`src/rtl/axis_hdr_pkg.sv`:
```
// Shared constants for the header/payload packet arbiter: FSM encoding,
// completed-packet counter width and a small wrap helper.
package axis_hdr_pkg;

  localparam int STATE_WD = 2;

  localparam logic [STATE_WD-1:0] ST_IDLE = 2'd0;
  localparam logic [STATE_WD-1:0] ST_HDR  = 2'd1;
  localparam logic [STATE_WD-1:0] ST_PAY  = 2'd2;

  localparam int PKT_CNT_WD = 16;

  function automatic int wrap_inc(input int val, input int modulus);
    return (val + 1 >= modulus) ? 0 : val + 1;
  endfunction

endpackage

```
`src/rtl/rr_pick.sv`:
```
// Round-robin picker: first asserted request at or after ptr, wrapping,
// returned both one-hot and as an index.
module rr_pick #(
  parameter int N     = 2,
  parameter int ID_WD = 1
) (
  input  logic [N-1:0]     req,
  input  logic [ID_WD-1:0] ptr,
  output logic [N-1:0]     gnt_oh,
  output logic [ID_WD-1:0] gnt_id,
  output logic             any
);

  always_comb begin
    gnt_oh = '0;
    gnt_id = '0;
    any    = 1'b0;
    // offset k walks outward from ptr; j is the candidate it lands on
    for (int k = 0; k < N; k++) begin
      for (int j = 0; j < N; j++) begin
        if (!any && req[j] && (j == (int'(ptr) + k) % N)) begin
          any       = 1'b1;
          gnt_oh[j] = 1'b1;
          gnt_id    = ID_WD'(j);
        end
      end
    end
  end

endmodule

```
`src/rtl/axis_hdr_pkt_arbiter.sv`:
```
// Grants one requester at a time the inserter's header channel and then its
// payload channel until the last beat; round-robin between packets.
//   state | meaning
//   IDLE  | no owner; pick next header requester from rr_ptr
//   HDR   | owner's header routed to inserter until handshake
//   PAY   | owner's payload routed to inserter until last handshake
module axis_hdr_pkt_arbiter
  import axis_hdr_pkg::*;
#(
  parameter int DATA_WD      = 32,
  parameter int DATA_BYTE_WD = DATA_WD / 8,
  parameter int BYTE_CNT_WD  = $clog2(DATA_BYTE_WD),
  parameter int NUM_REQ      = 2,
  parameter int ID_WD        = $clog2(NUM_REQ)
) (
  input  logic                            clk,
  input  logic                            rst,

  input  logic [NUM_REQ-1:0]              s_valid_in,
  input  logic [NUM_REQ*DATA_WD-1:0]      s_data_in,
  input  logic [NUM_REQ*DATA_BYTE_WD-1:0] s_keep_in,
  input  logic [NUM_REQ-1:0]              s_last_in,
  output logic [NUM_REQ-1:0]              s_ready_in,

  input  logic [NUM_REQ-1:0]              s_valid_insert,
  input  logic [NUM_REQ*DATA_WD-1:0]      s_data_insert,
  input  logic [NUM_REQ*DATA_BYTE_WD-1:0] s_keep_insert,
  input  logic [NUM_REQ*BYTE_CNT_WD-1:0]  s_byte_insert_cnt,
  output logic [NUM_REQ-1:0]              s_ready_insert,

  output logic                            valid_in,
  output logic [DATA_WD-1:0]              data_in,
  output logic [DATA_BYTE_WD-1:0]         keep_in,
  output logic                            last_in,
  input  logic                            ready_in,

  output logic                            valid_insert,
  output logic [DATA_WD-1:0]              data_insert,
  output logic [DATA_BYTE_WD-1:0]         keep_insert,
  output logic [BYTE_CNT_WD-1:0]          byte_insert_cnt,
  input  logic                            ready_insert,

  output logic [ID_WD-1:0]                grant_id,
  output logic                            busy,
  output logic [PKT_CNT_WD-1:0]           pkt_cnt
);

  logic [STATE_WD-1:0] state_q;
  logic [ID_WD-1:0]    rr_ptr;
  logic [NUM_REQ-1:0]  pick_oh_unused;
  logic [ID_WD-1:0]    pick_id;
  logic                pick_any;
  logic                hdr_fire;
  logic                pay_done;

  rr_pick #(
    .N     (NUM_REQ),
    .ID_WD (ID_WD)
  ) u_rr_pick (
    .req    (s_valid_insert),
    .ptr    (rr_ptr),
    .gnt_oh (pick_oh_unused),
    .gnt_id (pick_id),
    .any    (pick_any)
  );

  // Data fields follow the owner in every state; only valids/readies are gated.
  always_comb begin
    valid_insert    = 1'b0;
    data_insert     = '0;
    keep_insert     = '0;
    byte_insert_cnt = '0;
    valid_in        = 1'b0;
    data_in         = '0;
    keep_in         = '0;
    last_in         = 1'b0;
    s_ready_insert  = '0;
    s_ready_in      = '0;
    for (int i = 0; i < NUM_REQ; i++) begin
      if (grant_id == ID_WD'(i)) begin
        data_insert     = s_data_insert[i*DATA_WD +: DATA_WD];
        keep_insert     = s_keep_insert[i*DATA_BYTE_WD +: DATA_BYTE_WD];
        byte_insert_cnt = s_byte_insert_cnt[i*BYTE_CNT_WD +: BYTE_CNT_WD];
        data_in         = s_data_in[i*DATA_WD +: DATA_WD];
        keep_in         = s_keep_in[i*DATA_BYTE_WD +: DATA_BYTE_WD];
        last_in         = s_last_in[i];
        if (state_q == ST_HDR) begin
          valid_insert      = s_valid_insert[i];
          s_ready_insert[i] = ready_insert;
        end
        if (state_q == ST_PAY) begin
          valid_in      = s_valid_in[i];
          s_ready_in[i] = ready_in;
        end
      end
    end
  end

  assign hdr_fire = valid_insert & ready_insert;
  assign pay_done = valid_in & ready_in & last_in;
  assign busy     = (state_q != ST_IDLE);

  always_ff @(posedge clk) begin
    if (rst) begin
      state_q  <= ST_IDLE;
      grant_id <= '0;
      rr_ptr   <= '0;
      pkt_cnt  <= '0;
    end else begin
      case (state_q)
        ST_IDLE: begin
          if (pick_any) begin
            grant_id <= pick_id;
            state_q  <= ST_HDR;
          end
        end
        ST_HDR: begin
          if (hdr_fire) state_q <= ST_PAY;
        end
        ST_PAY: begin
          if (pay_done) begin
            state_q <= ST_IDLE;
            rr_ptr  <= ID_WD'(wrap_inc(int'(grant_id), NUM_REQ));
            pkt_cnt <= pkt_cnt + PKT_CNT_WD'(1);
          end
        end
        default: state_q <= ST_IDLE;
      endcase
    end
  end

endmodule

```
`config.mk`:
```
export PLATFORM = sky130hd
export DESIGN_NAME = axis_hdr_pkt_arbiter
export DESIGN_NICKNAME = d
export VERILOG_FILES = /design/src/rtl/axis_hdr_pkg.sv /design/src/rtl/rr_pick.sv /design/src/rtl/axis_hdr_pkt_arbiter.sv
export SDC_FILE = /design/constraint.sdc
export NUM_CORES = 1
export LEC_CHECK = 0
export ABC_AREA = 1
export CAP_MARGIN = 20
export CORE_MARGIN = 10
export CORE_UTILIZATION = 28
export DETAILED_ROUTE_END_ITERATION = 8
export PLACE_DENSITY = 0.95
export SLEW_MARGIN = 20
export SYNTH_ARGS = -nofsm -noshare
export SYNTH_HDL_FRONTEND = slang
export SYNTH_HIERARCHICAL = 1
export SYNTH_SLANG_ARGS = --single-unit
```
`constraint.sdc`:
```
create_clock -name clk -period 3.72 [get_ports clk]
set_input_delay 1.116 -clock clk [delete_from_list [all_inputs] [get_ports clk]]
set_output_delay 1.116 -clock clk [all_outputs]
set_load 0.005 [all_outputs]
```
* After elaboration in Yosys (flattened, before gate mapping) *
Cells that the tools add are included.

word-level totals
  output and inout port bits = 99
  bits in registers = 20
  word-level logic and storage cells = 67

cells by class
  bitwise gates (word level) = 4
  $add $sub $neg = 3
  equality and inequality tests = 6
  mux-type cells = 32
  magnitude comparators = 1
  reductions and logical operators = 17

operators with widths
  operator                                              count
  logical NOT 32 bit                                    2
  2-to-1 mux 32 bit                                     2
  2-to-1 mux 1 bit                                      23
  adder 16 x 1 -> 16 bit (second input constant)        1
  2-to-1 mux 2 bit                                      4
  2-to-1 mux 4 bit                                      2
  logical AND 1 bit                                     7
  != test 2 bit (second input constant)                 3
  one-hot mux 2 bit (3 select lines)                    1
  AND reduction 2 bit                                   2
  bitwise AND 1 bit                                     3
  logical NOT 1 bit                                     3
  AND reduction 3 bit                                   1
  adder 1 x 1 -> 2 bit (second input constant)          1
  equality test 2 x 1 -> 1 bit (second input constant)  1
  equality test 2 bit (first input constant)            1
  equality test 2 bit (second input constant)           1
  >= comparator 2 bit (second input constant)           1
  logical NOT 2 bit                                     1
  nonzero test 2 bit                                    1
  adder 1 bit (second input constant)                   1
  bitwise AND 1 bit (first input constant)              1

* Depth between registers and ports, before layout *
  depth in word-level cells = 17
  gate-level depth with buffers = 11

* Hierarchy *
Netlist, hierarchy kept.

by module, submodules not included
  module                cells an instance  area each (sq um)  times used
  axis_hdr_pkt_arbiter  411                1996.9             1
  rr_pick               7                  30.0               1

* Worst setup path after synthesis *
No wires, ideal clock.

  kind = input to output
  start = in s_valid_in[0]
  end = out valid_in
  arrival = 1344 ps
  stages on the path = 4
  buffers on the path = 0
  data required time = 2604 ps
  slack = 1260 ps
  path through = inv_1 -> nand2_1 -> nand2_1 -> nor2_1

between the ends
  word-level cells in the longest chain between the ends = 4

RTL lines
  item                  line                        text
  start: declaration    axis_hdr_pkt_arbiter.sv:19  input logic [NUM_REQ-1:0] s_valid_in,
  2-to-1 mux 1 bit (*)  axis_hdr_pkt_arbiter.sv:91  if (state_q == ST_PAY) begin
  2-to-1 mux 1 bit (*)  axis_hdr_pkt_arbiter.sv:80  if (grant_id == ID_WD'(i)) begin
  2-to-1 mux 1 bit      axis_hdr_pkt_arbiter.sv:91
  2-to-1 mux 1 bit (*)  axis_hdr_pkt_arbiter.sv:80
  end: declaration      axis_hdr_pkt_arbiter.sv:31  output logic valid_in,

Every way passes the cells marked *; elsewhere a longest branch is shown, timed or not.

* Final worst setup path *
  start = in ready_in
  end = out s_ready_in[0]

between the ends
  word-level cells in the longest chain between the ends = 2

RTL lines
  item                line                        text
  start: declaration  axis_hdr_pkt_arbiter.sv:35  input logic ready_in,
  2-to-1 mux 1 bit    axis_hdr_pkt_arbiter.sv:91
  2-to-1 mux 1 bit    axis_hdr_pkt_arbiter.sv:80
  end: declaration    axis_hdr_pkt_arbiter.sv:23  output logic [NUM_REQ-1:0] s_ready_in,

No other way between the ends.

==> summary.md <==
| Metric | Value |
|---|---|
| Cts bufs inserted | `3` |
| Yosys warnings | `6` |
| Core Area | `between 6000 and 7000 um2` |
| Leak | `2.10 nW` |
| Hold buffers post-CTS | `0` |
| CTS Sinks | `20` |
| Comb pwr share | `58.0%` |
| Initial antenna violation count | `0` |
| Non-Filler Instances | `754` |
| CTS tree | `yes` |
| Power Internal | `0.742 mW` |
| Area grow syn2layout | `132%` |
| Status | `completed` |
| Vias | `3,422` |
| Sw Pwr | `0.319 mW` |
| Maximum vdd drop | `roughly 0.15 mV` |
| Maximum fanout along the worst path | `2` |
| CP endpoint kind | `output port` |
| Crit path cell chain | `clkdlybuf4s50_1 -> inv_1 -> nor3_1 -> clkdlybuf4s50_1` |
| Worst-Margin Slew | `0.776 ns` |
| GP Congestion | `0.921` |
| Placed Area | `4620 um2` |
| Row Count | `30` |
| Gr usage total | `approximately a fifth` |
| Cell count after synthesis | `416` |
| FF-to-FF setup slack | `1.42 ns` |
| Iter 0 DRT Violations | `158` |
| Startpoint types | `input port` |
| Final Hold Fails | `0` |
| Util after Layout | `67.9%` |
| Buf+Inv Stages, Crit Path | `3` |
| # resized after CTS | `0` |
| RSZ-0062 raised after global routing | `no` |
| Fill cell count | `about 560` |
| Antenna cells | `0` |
| Clock transition at the registers of the reported paths | `0.08 ns` |
| Dpl hpwl | `11,000 um` |
| Drt drc | `0` |
| Vias per std cell | `4.54` |
| Root buf cell | `clkbuf_8` |
| Sw frac | `30.1%` |
| Critical R2R Capture | `pkt_cnt[0]$_SDFFE_PP0P_` |
| Fmax | `between 200 and 300 MHz` |
| Crit path top cell by count | `clkdlybuf4s50_1` |
| Worst path max stage delay | `0.57 ns` |
| Gr ovfl total | `0` |
| Die height | `~100 um` |
| Clock Path Buffers | `2` |
| Top Family by Delay on Critical Path | `buffers and inverters` |
| Cell area after synthesis | `2020 um2` |
| Most common library cell in the layout ignoring fill and taps | `nand2_1` |
| Worst hold path type | `flip-flop to flip-flop` |
| Worst endpoint data arrival time | `2.50 ns` |
| CP required | `approximately 2.6 ns` |
| Largest net degree at the start of global routing | `82` |
| Port bufs | `256` |
| Die Width | `105 um` |
| Seq pwr share | `20.8%` |
| Clk pwr share | `21.2%` |
| Syn Nets | `575` |
| Wirelength per Cell | `16.7 um` |
| Mean Syn Cell Area | `4.85 um2` |
| Final ANT Viol Nets | `0` |
| Count of final setup violators | `0` |
| Ratio of cells with drive above 1 in the final layout | `around 1.8%` |
| R2R cell count | `8` |
| Maxcap violations | `0` |
| PwrDens | `226 nW/um2` |
| Crit path max-delay cell type | `clkdlybuf4s50_1` |
| Fin Setup TNS | `0 ns` |
| Final instance area | `4690 um2` |
| Worst reg2reg path startpoint | `grant_id$_SDFFE_PP0P_` |
| Most frequent cells in the layout | `nand2_1 (274), clkdlybuf4s50_1 (256), nor2_1 (28)` |
| Vias in the first global route | `3,442` |
| Layout Nets | `818` |
| Critical path class | `input port to output port` |
| Routed wire length | `12,600 um` |
| Worst skew pair latency | `between 0.2 and 0.3 ns` |
| Number of H-tree levels | `1` |
| Die area | `11,000 um2` |
| IO Pins | `between 200 and 300` |
| Final setup skew | `0.00704 ns` |
| Starting Density | `29.2%` |
| Hold slack | `0.526 ns` |
| Post CTS Setup Buffer Count | `0` |
| Fin crit share | `97.1%` |
| TritonRoute pass-1 iters | `4` |
| Hold endpoint | `pkt_cnt[4]$_SDFFE_PP0P_` |
| Worst Hold Depth | `2` |
| Hold_sp | `pkt_cnt[4]$_SDFFE_PP0P_` |
| Placed Instances | `750` |
| Global-route wire length before repair | `19,200 um` |
| Tmin final | `3.61 ns` |
| Max_slew headroom | `between 40% and 50%` |
| Final max-slew violation count | `0` |
[metal layers]
metal	wire length (um)	vias up	global-route usage [%]
met4	310	0	5.88
li1	-	1742	-
met5	0	-	0
met2	6380	191	39.8
met3	1270	20	7.99
met1	4660	1469	21.6
[final cells by class]
| class | count | area, um2 | share of cell area, % |
|---|---|---|---|
| clock buffer | 3 | 41.3 | 0.880 |
| clock inverter | 1 | 30.0 | 0.640 |
| inverter | 23 | 88.8 | 1.89 |
| multi-input combinational | 353 | 1430 | 30.5 |
| sequential | 20 | 402 | 8.56 |
| tap | 96 | 120 | 2.56 |
| timing repair buffer | 258 | 2580 | 54.9 |
[metrics by stage]
step,worst slack [ns],total power [mW]
2_1_floorplan,1.26,0.410
3_3_place_gp,0.104,0.837
3_5_place_dp,0.110,0.848
4_1_cts,0.110,1.07
5_1_grt,0.0312,1.13
6_report,0.107,1.06
[flip-flops by register name (all words and copies together), names as in the netlist]
name,cells
rr_ptr,1
pkt_cnt,16
state_q,2
grant_id,1
[power groups by stage]
stage / Combinational, mW / Clock, mW / Sequential [mW]
floorplan: 0.185 / 0 / 0.225
global placement: 0.611 / 0 / 0.226
detailed placement: 0.622 / 0 / 0.226
CTS: 0.625 / 0.225 / 0.221
global route: 0.669 / 0.237 / 0.221
finish: 0.615 / 0.225 / 0.221
[how the worst max path moves through the flow]
| stage | start | end | cells after the start |
|---|---|---|---|
| after global routing | ready_in | s_ready_in[1] | 4 |
| after floorplan | s_valid_in[0] | valid_in | 4 |
| after global placement | ready_in | s_ready_in[0] | 4 |
| after detailed placement | ready_in | s_ready_in[1] | 4 |
| final | ready_in | s_ready_in[0] | 4 |
| after CTS | ready_in | s_ready_in[1] | 4 |
[worst register-to-register path, delay by kind of cell, from the launching register on]
| family | cells | cell delay (ns) |
|---|---|---|
| flip-flops | 1 | 0.36 |
| AO/OA/AOI/OAI | 2 | 0.26 |
| AND/OR/NAND/NOR | 4 | 0.78 |
| buffers and inverters | 2 | 0.78 |
(Power assumes the default switching activity.)
==> RTL edit 1 (same flow settings) <==
Make the reset (`rst`) asynchronous in one clocked block.
--- a/src/rtl/axis_hdr_pkt_arbiter.sv
+++ b/src/rtl/axis_hdr_pkt_arbiter.sv
@@ -100,7 +100,7 @@
   assign pay_done = valid_in & ready_in & last_in;
   assign busy     = (state_q != ST_IDLE);
 
-  always_ff @(posedge clk) begin
+  always_ff @(posedge clk or posedge rst) begin
     if (rst) begin
       state_q  <= ST_IDLE;
       grant_id <= '0;
Check against the original RTL: differs if rst is asserted again (counterexample within 4 cycles, from zero or initial values and one cycle with rst high); with rst held inactive, the same outputs for 4 cycles.
==> RTL edit 1 against the unedited design <==
Setup slack improved by 0.053 ns. Non-clock buffer count rose by 1. First-iteration DRC count rose by 37%. Global-route usage fell by 0.62 points. Register-to-register slack got worse by 0.10 ns. Wire length rose by 4.2%. Die area rose by 5.1%. Area after synthesis rose by 6.4%. Final cell count rose by 0.80%. Cell area rose by 2.6%. Sequential cell count did not move. Critical endpoint is now s_ready_insert[0].
Power is not compared: it rests on default switching activity, and its combinational part moved more than twofold at a synthesized area within 25%.
==> RTL edit 1: results (changes against the unedited design) <==
stage;metric;value;unit;change
cts;clock_path_buffers;2;;unchanged
sta;fin_worst_skew;0.00217;ns;-0.00487 ns
placement;io_buffers;256;;unchanged
yosys;ys.warnings.count;6;;unchanged
routing;post_drt_via_cell_ratio;4.57;;+0.60%
routing;drtPass1Iterations;4;;unchanged
grt;grtUsageMet2;0.399;;+0.000828
cts;cts_resized;0;;unchanged
finish;layout.nets;821;;+0.37%
placement;dpl.hpwl;11400;um;+3.8%
yosys;syn_nets;576;;+0.17%
grt;grtUsageTotal;0.207;;-0.00622
hold_path;hold_class;register to register;;
critical_path;cp_max_fo;2;;unchanged
cts;cts_root_buf;clkbuf_8;;
grt;grt_pass1_wl;18900;um;-1.6%
critical_path;max_stage_delay;0.55;ns;-0.02 ns
cts;htree_levels;1;;unchanged
yosys;syn_area_per_cell;5.15;sq um;+6.1%
power;p_seq_frac;0.149;;
cts;path_clk_slew;0.07;ns;
critical_path;cpLargestDelayFamily;buffers and inverters;;
placement;dp.cells;756;;+0.80%
placement;dp_slack;0.135;ns;+0.0252 ns
power;powerClk;147;uW;
power;power;2.53;mW;
routing;drt-initial-drc-count;217;;+37%
grt;grt_use_met3;0.0623;;-0.0176
cts;insertion_delay;0.26;ns;
routing;wl;13200;um;+4.2%
cts;postCtsSetupBuffers;0;;unchanged
grt;use_met1;0.209;;-0.00741
routing;vias;3470;;+1.4%
sta;relSlewSlack;0.479;;-0.00319
critical_path;slowest_stage;clkdlybuf4s50_1;;
status;outcome;completed;;
power;power_leakage;2.30;nW;
critical_path;worstPathArrival;2.44;ns;-0.06 ns
placement;post_dp_cell_area;4770;sq um;+3.2%
finish;largest_registers;pkt_cnt x16, state_q x2;;
power;peakVddDrop;0.000379;V;
grt;grt_max_degree;82;;unchanged
finish;drive_above_1_share;0.0212;;+0.00294
grt;grt_pass1_vias;3404;;-1.1%
power;intPower;1.45;mW;
finish;antenna_cells;0;;unchanged
placement;gp_congestion;0.926;;+0.53%
cts;cts_made_buffers;3;;unchanged
grt;grt_antenna_before_repair;0;;unchanged
-- RTL edit 1: cell type report --
class,count,area (sq um)
tap,99,124
inverter,25,96.3
fill,611,2550
multi-input combinational,353,1450
clock buffer,4,45.0
timing repair buffer,259,2600
sequential,20,502
-- RTL edit 1: routing by layer --
| metal | vias to the layer above | routed length, um |
|---|---|---|
| li1 | 1738 | - |
| met1 | 1520 | 4720 |
| met2 | 186 | 6780 |
| met3 | 26 | 1230 |
| met4 | 0 | 418 |
| met5 | - | 0 |
-- RTL edit 1: worst paths after layout --
check | slack (ns) | start | end | cells after the start
setup / recovery | 0.16 | ready_insert | s_ready_insert[0] | 4
hold / removal | 0.49 | rr_ptr | rr_ptr | 2
setup reg to reg | 1.32 | grant_id | pkt_cnt[13] | 9
hold reg to reg | 0.49 | rr_ptr | rr_ptr | 2
max in group asynchronous | 1.89 | rst | grant_id | 2
min in group asynchronous | 1.29 | rst | pkt_cnt[3] | 2
==> RTL edit 2 (same flow settings) <==
Without the edit above. Change the parameter `NUM_REQ` from 2 to 4.
--- a/src/rtl/axis_hdr_pkt_arbiter.sv
+++ b/src/rtl/axis_hdr_pkt_arbiter.sv
@@ -10,7 +10,7 @@
   parameter int DATA_WD      = 32,
   parameter int DATA_BYTE_WD = DATA_WD / 8,
   parameter int BYTE_CNT_WD  = $clog2(DATA_BYTE_WD),
-  parameter int NUM_REQ      = 2,
+  parameter int NUM_REQ      = 4,
   parameter int ID_WD        = $clog2(NUM_REQ)
 ) (
   input  logic                            clk,
Interface: changed (11 resized); port bits go from 257 to 416. No check against the original RTL was run, so the function may have changed too.
==> RTL edit 2 against the unedited design <==
Cell area grew 82%. Area after synthesis grew 97%. Sequential cell count grew 2. Register-to-register slack lost 0.13 ns. Setup slack lost 0.086 ns. Final cell count grew 78%. Global-route usage grew 3.4 points. First-iteration DRC count grew to 3.3 times the old value. Wire length grew 110%. Total power grew 100%. Die area grew 76%. Combinational power grew to 2.7 times the old value.
==> RTL edit 2: results (changes against the unedited design) <==
stage;metric;value;unit;change
yosys;netlist_area;3990;sq um;+97%
placement;io_buffers;415;;+62%
finish;seq_area_frac;0.0519;;-0.0337
critical_path;r2r-start;grant_id[0];;
yosys;syn_inst;770;;+85%
cts;path_clk_slew;0.06;ns;-0.02 ns
sta;worst_slew_pin_slew;0.560;ns;-0.216 ns
placement;dpl.hpwl;22200;um;+100%
status;outcome;completed;;
routing;post_drt_via_cell_ratio;5.12;;+13%
routing;drt-initial-drc-count;517;;+230%
cts;cts.sinks;22;;+10%
routing;wl;26900;um;+110%
sta;fin_worst_skew;0.00366;ns;-0.00338 ns
power;switching_share;0.389;;+0.0879
finish;multi_input_area_share;0.373;;+0.0675
finish;multi_input_cells;664;;+88%
placement;dp.cells;1334;;+78%
power;peakVddDrop;0.000155;V;+6.7%
cts;cts_root_buf;clkbuf_16;;
hold_path;worstHoldEndpoint;pkt_cnt[15];;
finish;finish.instance_area;8530;sq um;+82%
sta;whs;0.513;ns;-0.0133 ns
finish;drive_above_1_share;0.0716;;+0.0534
power;comb_power;1.68;mW;+170%
-- RTL edit 2: layer usage --
layer	track usage	part of all wire
met1	0.273	0.36
met2	0.457	0.52
met3	0.0837	0.11
met4	0.0319	0.018
met5	0	0
-- RTL edit 2: how the worst max path moves through the flow --
stage                      startpoint               to  slack [ns]
finish              s_data_insert[58]  data_insert[26]        0.02
global route        s_data_insert[58]  data_insert[26]       -0.06
CTS                      s_keep_in[7]       keep_in[3]      0.0002
detailed placement       s_keep_in[6]       keep_in[2]       -0.17
global placement     s_keep_insert[5]   keep_insert[1]       -0.10
floorplan               s_valid_in[2]         valid_in        1.05
-- RTL edit 2: repair_timing --
item	in CTS	in global routing
endpoints found under the setup margin	20	44
pin swaps	1	2
buffers inserted	0	1
gates resized for setup	14	35
hold buffers	0	0
cloned	0	1
